**src/rtl/conv_pkg.sv**
```systemverilog
`default_nettype none
// ============================================================================
//  Module      : conv_pkg
//  Description : Shared types and helpers for the convolution output
//                sequencer: FSM state encoding and output-count arithmetic.
//  Revision    : 1.0 - initial release
// ============================================================================
package conv_pkg;

    // Sequencer states; 3-bit encoding covers all six states
    typedef enum logic [2:0] {
        ST_IDLE   = 3'd0,
        ST_WAIT_X = 3'd1,
        ST_ISSUE  = 3'd2,
        ST_MAC    = 3'd3,
        ST_OUT    = 3'd4,
        ST_DONE   = 3'd5
    } conv_state_e;

    // Number of window positions across one frame
    function automatic int calc_n_out(input int x_size, input int f_size, input int stride);
        return (x_size - f_size) / stride + 1;
    endfunction

    // Index width that never collapses to zero bits
    function automatic int clog2_min1(input int n);
        return (n > 1) ? $clog2(n) : 1;
    endfunction

endpackage
`default_nettype wire

```
**src/rtl/sat_counter.sv**
```systemverilog
`default_nettype none
// ============================================================================
//  Module      : sat_counter
//  Description : Up-counter that saturates at MAX. A clear restarts the
//                count from zero while a coincident inc still counts, so the
//                result of clear+inc is 1.
//  Revision    : 1.0 - initial release
// ============================================================================
module sat_counter #(
    parameter int WIDTH = 8,
    parameter int MAX   = 255
) (
    input  logic             clk,
    input  logic             rst_n,
    input  logic             clear,
    input  logic             inc,
    output logic [WIDTH-1:0] count
);

    localparam logic [WIDTH-1:0] c_max = WIDTH'(MAX);

    logic [WIDTH-1:0] count_q;
    logic [WIDTH-1:0] count_d;
    logic [WIDTH-1:0] w_base;

    // Next count: optional clear first, then a saturating increment
    always_comb begin
        w_base  = clear ? '0 : count_q;
        count_d = w_base;
        if (inc && (w_base != c_max)) begin
            count_d = w_base + 1'b1;
        end
    end

    // Count register
    always_ff @(posedge clk or negedge rst_n) begin
        if (!rst_n) begin
            count_q <= '0;
        end else begin
            count_q <= count_d;
        end
    end

    assign count = count_q;

endmodule
`default_nettype wire

```
**src/rtl/conv_out_sequencer.sv**
```systemverilog
`default_nettype none
// ============================================================================
//  Module      : conv_out_sequencer
//  Description : Walks a convolution window across an X frame, waiting for
//                enough X words, issuing one MAC per (position, filter) pair
//                and handing each result downstream with valid/ready.
//                Optional macro CONV_OUT_PERF_EN enables the output
//                back-pressure stall counter on stall_cnt.
//  Revision    : 1.0 - initial release
// ============================================================================
module conv_out_sequencer
    import conv_pkg::*;
#(
    parameter int X_MEM_SIZE = 8,
    parameter int F_MEM_SIZE = 4,
    parameter int STRIDE     = 1,
    parameter int NUM_F      = 1,
    localparam int X_MEM_ADDR_WIDTH = $clog2(X_MEM_SIZE),
    localparam int F_SEL_WIDTH      = clog2_min1(NUM_F),
    localparam int N_OUT            = calc_n_out(X_MEM_SIZE, F_MEM_SIZE, STRIDE)
) (
    input  logic                        clk,
    input  logic                        rst_n,
    input  logic                        conv_start,
    input  logic                        x_wr_en,
    input  logic                        mac_done,
    input  logic                        m_ready_y,
    output logic                        mac_start,
    output logic [X_MEM_ADDR_WIDTH-1:0] x_base_addr,
    output logic [F_SEL_WIDTH-1:0]      f_sel,
    output logic                        m_valid_y,
    output logic                        y_last,
    output logic                        conv_done,
    output logic                        busy,
    output logic [15:0]                 stall_cnt
);

    localparam int                     XCNT_WIDTH = $clog2(X_MEM_SIZE + 1);
    localparam int                     POS_WIDTH  = clog2_min1(N_OUT);
    localparam logic [POS_WIDTH-1:0]   c_pos_last = POS_WIDTH'(N_OUT - 1);
    localparam logic [F_SEL_WIDTH-1:0] c_f_last   = F_SEL_WIDTH'(NUM_F - 1);
    localparam logic [31:0]            c_f_taps   = 32'(F_MEM_SIZE);

    conv_state_e                 state_q, state_d;
    logic                        conv_start_q;
    logic [POS_WIDTH-1:0]        pos_q, pos_d;
    logic [F_SEL_WIDTH-1:0]      f_sel_q, f_sel_d;
    logic [X_MEM_ADDR_WIDTH-1:0] x_base_addr_q, x_base_addr_d;
    logic [XCNT_WIDTH-1:0]       x_count;

    logic                        w_start;
    logic                        w_last;
    logic                        w_x_ready;
    logic [31:0]                 w_x_avail;
    logic [31:0]                 w_x_need;

    // A frame starts only on a conv_start edge seen while idle
    assign w_start   = (state_q == ST_IDLE) && conv_start && !conv_start_q;
    assign w_last    = (pos_q == c_pos_last) && (f_sel_q == c_f_last);
    // A write landing this cycle already counts toward the current window
    assign w_x_avail = 32'(x_count) + 32'(x_wr_en);
    assign w_x_need  = 32'(x_base_addr_q) + c_f_taps;
    assign w_x_ready = (w_x_avail >= w_x_need);

    // Next-state, index advance and per-state output decode
    always_comb begin
        state_d   = state_q;
        pos_d     = pos_q;
        f_sel_d   = f_sel_q;
        mac_start = 1'b0;
        m_valid_y = 1'b0;
        y_last    = 1'b0;
        conv_done = 1'b0;
        case (state_q)
            ST_IDLE: begin
                if (w_start) begin
                    state_d = ST_WAIT_X;
                    pos_d   = '0;
                    f_sel_d = '0;
                end
            end
            ST_WAIT_X: begin
                if (w_x_ready) begin
                    state_d = ST_ISSUE;
                end
            end
            ST_ISSUE: begin
                mac_start = 1'b1;
                state_d   = ST_MAC;
            end
            ST_MAC: begin
                if (mac_done) begin
                    state_d = ST_OUT;
                end
            end
            ST_OUT: begin
                m_valid_y = 1'b1;
                y_last    = w_last;
                if (m_ready_y) begin
                    if (w_last) begin
                        state_d = ST_DONE;
                    end else begin
                        state_d = ST_WAIT_X;
                        // Filters cycle fastest; the window moves on filter wrap
                        if (f_sel_q == c_f_last) begin
                            f_sel_d = '0;
                            pos_d   = pos_q + 1'b1;
                        end else begin
                            f_sel_d = f_sel_q + 1'b1;
                        end
                    end
                end
            end
            ST_DONE: begin
                conv_done = 1'b1;
                state_d   = ST_IDLE;
            end
            default: begin
                state_d = ST_IDLE;
            end
        endcase
        // Registered base address follows the next window position
        x_base_addr_d = X_MEM_ADDR_WIDTH'(32'(pos_d) * 32'(STRIDE));
    end

    // State, indices and edge-detect register
    always_ff @(posedge clk or negedge rst_n) begin
        if (!rst_n) begin
            state_q       <= ST_IDLE;
            // Treat conv_start as already high so a level held across
            // reset release is not mistaken for a fresh start request
            conv_start_q  <= 1'b1;
            pos_q         <= '0;
            f_sel_q       <= '0;
            x_base_addr_q <= '0;
        end else begin
            state_q       <= state_d;
            conv_start_q  <= conv_start;
            pos_q         <= pos_d;
            f_sel_q       <= f_sel_d;
            x_base_addr_q <= x_base_addr_d;
        end
    end

    // X words available; restarts in DONE so the next frame counts fresh
    sat_counter #(
        .WIDTH (XCNT_WIDTH),
        .MAX   (X_MEM_SIZE)
    ) u_x_count (
        .clk   (clk),
        .rst_n (rst_n),
        .clear (state_q == ST_DONE),
        .inc   (x_wr_en),
        .count (x_count)
    );

`ifdef CONV_OUT_PERF_EN
    // Cycles a result sat unaccepted downstream during the current frame
    sat_counter #(
        .WIDTH (16),
        .MAX   (16'hFFFF)
    ) u_stall_cnt (
        .clk   (clk),
        .rst_n (rst_n),
        .clear (w_start),
        .inc   ((state_q == ST_OUT) && !m_ready_y),
        .count (stall_cnt)
    );
`else
    assign stall_cnt = 16'h0000;
`endif

    assign x_base_addr = x_base_addr_q;
    assign f_sel       = f_sel_q;
    assign busy        = (state_q != ST_IDLE);

endmodule
`default_nettype wire

```
**config.mk**
```make
export PLATFORM = sky130hd
export DESIGN_NAME = conv_out_sequencer
export DESIGN_NICKNAME = d
export VERILOG_FILES = /design/src/rtl/conv_pkg.sv /design/src/rtl/sat_counter.sv /design/src/rtl/conv_out_sequencer.sv
export SDC_FILE = /design/constraint.sdc
export NUM_CORES = 1
export LEC_CHECK = 0
export CORE_AREA = 2 2 52 54
export CTS_CLUSTER_DIAMETER = 60
export DETAILED_ROUTE_END_ITERATION = 8
export DIE_AREA = 0 0 54 56
export PLACE_DENSITY = 0.7
export SYNTH_ARGS = -nofsm -noshare
export SYNTH_HDL_FRONTEND = slang
export SYNTH_SLANG_ARGS = --single-unit
export TNS_END_PERCENT = 100
```
**constraint.sdc**
```tcl
create_clock -name clk -period 2 [get_ports clk]
set_clock_uncertainty 0.15 [all_clocks]
set_input_delay 0.3 -clock clk [delete_from_list [all_inputs] [get_ports clk]]
set_output_delay 0.3 -clock clk [all_outputs]
set_load 0.005 [all_outputs]
```
==> impl_metrics.prom <==
# TYPE chip_impl_metric gauge
chip_impl_info{name="tritoncts",value="done"} 1
chip_impl_metric{name="leakagePower",unit="nW"} 0.602
chip_impl_metric{name="initial_cell_density_of_the_core",unit=""} 0.374
chip_impl_metric{name="design.portCount",unit=""} 31
chip_impl_metric{name="finalNetCount",unit=""} 151
chip_impl_info{name="crit_path_start_kind",value="flip-flop"} 1
chip_impl_info{name="unrepaired_setup_endpoints_after_global_routing",value="yes"} 1
chip_impl_metric{name="clock_latency",unit="ns"} 0.27
chip_impl_metric{name="ys_async_sr_fraction",unit=""} 1.00
chip_impl_info{name="crit_path_end_kind",value="flip-flop"} 1
chip_impl_metric{name="grt_max_degree",unit=""} 12
chip_impl_metric{name="tritoncts_buffers",unit=""} 3
chip_impl_info{name="crit_path_top_delay_cell",value="or4b_1"} 1
chip_impl_metric{name="routed_wl",unit="mm"} 1.85
chip_impl_metric{name="yosysUniqueCellTypes",unit=""} 35
chip_impl_metric{name="peakVddDrop",unit="mV"} 0.666
chip_impl_metric{name="chipWidth",unit="um"} 54
chip_impl_metric{name="area_growth_syn_to_layout",unit="%"} 27.3
chip_impl_metric{name="hold_violation_count_in_the_final_report",unit=""} 0
chip_impl_metric{name="ys_seq_area_frac",unit=""} 0.304
chip_impl_metric{name="routedWlPerCell",unit="um"} 11.3
chip_impl_info{name="mostFrequentLayoutCell",value="conb_1"} 1
chip_impl_metric{name="syn-instance-count",unit=""} 105
chip_impl_info{name="worst_path_most_repeated_cell",value="ha_2"} 1
chip_impl_metric{name="period_minus_slack",unit="ns"} 2.01
chip_impl_metric{name="clock.fmax",unit="GHz"} 0.498
chip_impl_metric{name="dp_cells",unit=""} 153
chip_impl_metric{name="cp_data_required_time",unit="ns"} 2.01
chip_impl_info{name="timing.hold.worst.class",value="in2async"} 1
chip_impl_metric{name="first_global_vias",unit=""} 739
chip_impl_metric{name="clock_tree_sinks",unit=""} 11
chip_impl_info{name="timing.critical_path.max_delay_family",value="simple AND/OR/NAND/NOR gates"} 1
chip_impl_metric{name="setup_total_negative_slack",unit="ns"} -0.00967
chip_impl_metric{name="antenna_found_initial",unit=""} 0
chip_impl_metric{name="h_tree_level_count",unit=""} 1
chip_impl_metric{name="global_route_wire_length_before_repair",unit="mm"} 3.13
chip_impl_metric{name="timing.final.max_slew_violations",unit=""} 0
chip_impl_metric{name="detailroute.via_count",unit=""} 769
chip_impl_metric{name="cap_viol_max_count",unit=""} 0
chip_impl_metric{name="tightest_slew",unit="ns"} 0.524
chip_impl_metric{name="cts.clk_slew.worst_paths",unit="ns"} 0.08
chip_impl_metric{name="grt_util_all_layers",unit=""} 0.137
chip_impl_metric{name="detailed_place.area",unit="um^2"} 1060
chip_impl_metric{name="total_power",unit="mW"} 1.43
chip_impl_metric{name="placementRows",unit=""} 18
chip_impl_info{name="failing_checks",value="setup timing"} 1
chip_impl_metric{name="worst_ep_arrival_time",unit="ns"} 2.02
chip_impl_metric{name="final_critical_path_setup_slack",unit="ns"} -0.00967
chip_impl_info{name="status",value="complete, but fails checks"} 1
chip_impl_metric{name="dieHeight",unit="um"} 56
chip_impl_metric{name="critical_path_peak_fanout",unit=""} 2
chip_impl_metric{name="dr_pass1_iterations",unit=""} 4
chip_impl_info{name="synth_ff_type",value="dfrtp_1"} 1
chip_impl_metric{name="worst_path_buffer_plus_inverter_count",unit=""} 0
chip_impl_metric{name="coreArea",unit="um^2"} 2430
chip_impl_metric{name="grt.overflow.total",unit=""} 0
chip_impl_metric{name="synthesis.area",unit="um^2"} 911
chip_impl_metric{name="pre_cts_ws",unit="ns"} -0.485
chip_impl_metric{name="powerDensity",unit="nW/um^2"} 1230
chip_impl_metric{name="final-instance-count-excl-fill",unit=""} 164
chip_impl_metric{name="postLayoutCoreUtil",unit=""} 0.477
chip_impl_metric{name="synth_edf_count",unit=""} 0
chip_impl_metric{name="antenna_cells",unit=""} 0
chip_impl_metric{name="drc_violations_left",unit=""} 0
chip_impl_metric{name="final-setup-viol-count",unit=""} 1
chip_impl_metric{name="filler_cell_count",unit=""} 250
chip_impl_metric{name="via_per_inst",unit=""} 4.69
chip_impl_metric{name="io_buffers",unit=""} 13
chip_impl_metric{name="place_congestion",unit=""} 0.731
chip_impl_metric{name="synth.yosys.warnings",unit=""} 0
chip_impl_info{name="most_used_cells_in_the_layout_excluding_fill_and_tap_cells",value="conb_1, buf_4, nand2_1, dfrtp_1"} 1
chip_impl_metric{name="clock_tree.buffer_depth",unit=""} 2
chip_impl_metric{name="dpl_wire_length",unit="mm"} 1.36
chip_impl_metric{name="critical-path-max-stage-delay",unit="ns"} 0.46
chip_impl_info{name="timing.critical_path.cells",value="ha_2, nand3_2, xnor2_1, ha_2, or4b_1, a31oi_1, o21ai_1, and3_1"} 1
chip_impl_metric{name="antenna_left",unit=""} 0
chip_impl_metric{name="syn-mean-instance-area",unit="um^2"} 8.67
chip_impl_metric{name="final_min_period_over_clock_period",unit=""} 1.00
chip_impl_metric{name="layout-drive-gt1-share",unit=""} 0.224
chip_impl_metric{name="timing.slew.headroom",unit=""} 0.649
chip_impl_metric{name="drtIter0Drc",unit=""} 14
chip_impl_metric{name="cts_hold_buf",unit=""} 0
chip_impl_info{name="crit_type",value="reg2reg"} 1
chip_impl_metric{name="ys_seq_elements",unit=""} 11
chip_impl_metric{name="final_design_area_no_fill",unit="um^2"} 1160
chip_impl_metric{name="timing.hold.ws",unit="ns"} 0.223
chip_impl_metric{name="floorplan.die_area",unit="um^2"} 3020
chip_impl_info{name="cts_root_buffer",value="clkbuf_4"} 1
==> where the power goes <==
group / internal, mW / total (mW) / switching, mW
Sequential: 0.312 / 0.398 / 0.0854
Combinational: 0.467 / 0.875 / 0.409
Clock: 0.0771 / 0.154 / 0.0771
Total: 0.856 / 1.43 / 0.571
==> synth_stat cells (all sizes together) (2+ instances only) <==
| cell | n | area share |
|---|---|---|
| buf | 18 | 0.15 |
| dfrtp | 10 | 0.27 |
| ha | 10 | 0.14 |
| nand2 | 10 | 0.041 |
| inv | 8 | 0.033 |
| nor2 | 6 | 0.025 |
| o21ai | 5 | 0.027 |
| a22o | 4 | 0.040 |
| nand3 | 4 | 0.022 |
| nor3b | 3 | 0.025 |
| a21oi | 2 | 0.011 |
| nand2b | 2 | 0.014 |
| o21a | 2 | 0.016 |
| o22ai | 2 | 0.014 |
| xor2 | 2 | 0.019 |
==> registers in the layout (all words and copies together) (netlist names) <==
| name | cells |
|---|---|
| u_x_count.count | 4 |
| state_q | 3 |
| x_base_addr | 3 |
| conv_start_q | 1 |
==> final cells by class <==
type | count | area, um^2 | area share
Inverter | 8 | 30.0 | 0.0259
Sequential cell | 11 | 278 | 0.239
Clock buffer | 4 | 26.3 | 0.0227
Multi-Input combinational cell | 83 | 546 | 0.470
Timing Repair Buffer | 28 | 243 | 0.209
Tap cell | 30 | 37.5 | 0.0324
==> worst register-to-register path: stages (launching register included) <==
cell     delay [ns]
dfrtp_1        0.35
ha_2           0.19
nand3_2        0.08
xnor2_1        0.14
ha_2           0.16
or4b_1         0.46
a31oi_1        0.14
o21ai_1        0.09
and3_1         0.15
==> logic make-up after synthesis <==
| family | synth area share |
|---|---|
| buffers and inverters | 0.183 |
| AND/OR/NAND/NOR | 0.181 |
| flip-flops | 0.304 |
| XOR/XNOR | 0.0289 |
| adder cells (fa/ha/maj) | 0.137 |
| other | 0.00412 |
| AO/OA/AOI/OAI | 0.162 |
==> routing by layer <==
layer | part of all wire | routed length, um | vias to the layer above | global-route usage
met5 | 0 | 0 | - | 0
met4 | 0.0092 | 17 | 0 | 0.0429
met3 | 0.039 | 72 | 2 | 0.0242
met2 | 0.47 | 872 | 17 | 0.218
met1 | 0.48 | 890 | 361 | 0.183
li1 | - | - | 389 | -
==> worst paths after layout <==
| path | cells after the start | to | startpoint | slack [ns] |
|---|---|---|---|---|
| setup / recovery | 8 | state_q[1] | u_x_count.count[0] | -0.01 |
| hold / removal | 1 | x_base_addr[2] | rst_n | 0.22 |
| setup reg to reg | 8 | state_q[1] | u_x_count.count[0] | -0.01 |
| hold reg to reg | 2 | u_x_count.count[0] | u_x_count.count[0] | 0.49 |
| max in group asynchronous | 1 | state_q[0] | rst_n | 1.09 |
| min in group clk | 1 | conv_start_q | conv_start | 0.32 |
==> timing repair <==
action | CTS | global route
pin swaps | 3 | 2
buffers inserted | 7 | 0
gates cloned | 0 | 0
gates resized for setup | 11 | 5
setup endpoints to repair | 6 | 5
Note: power is estimated with default switching activity, not from simulation.
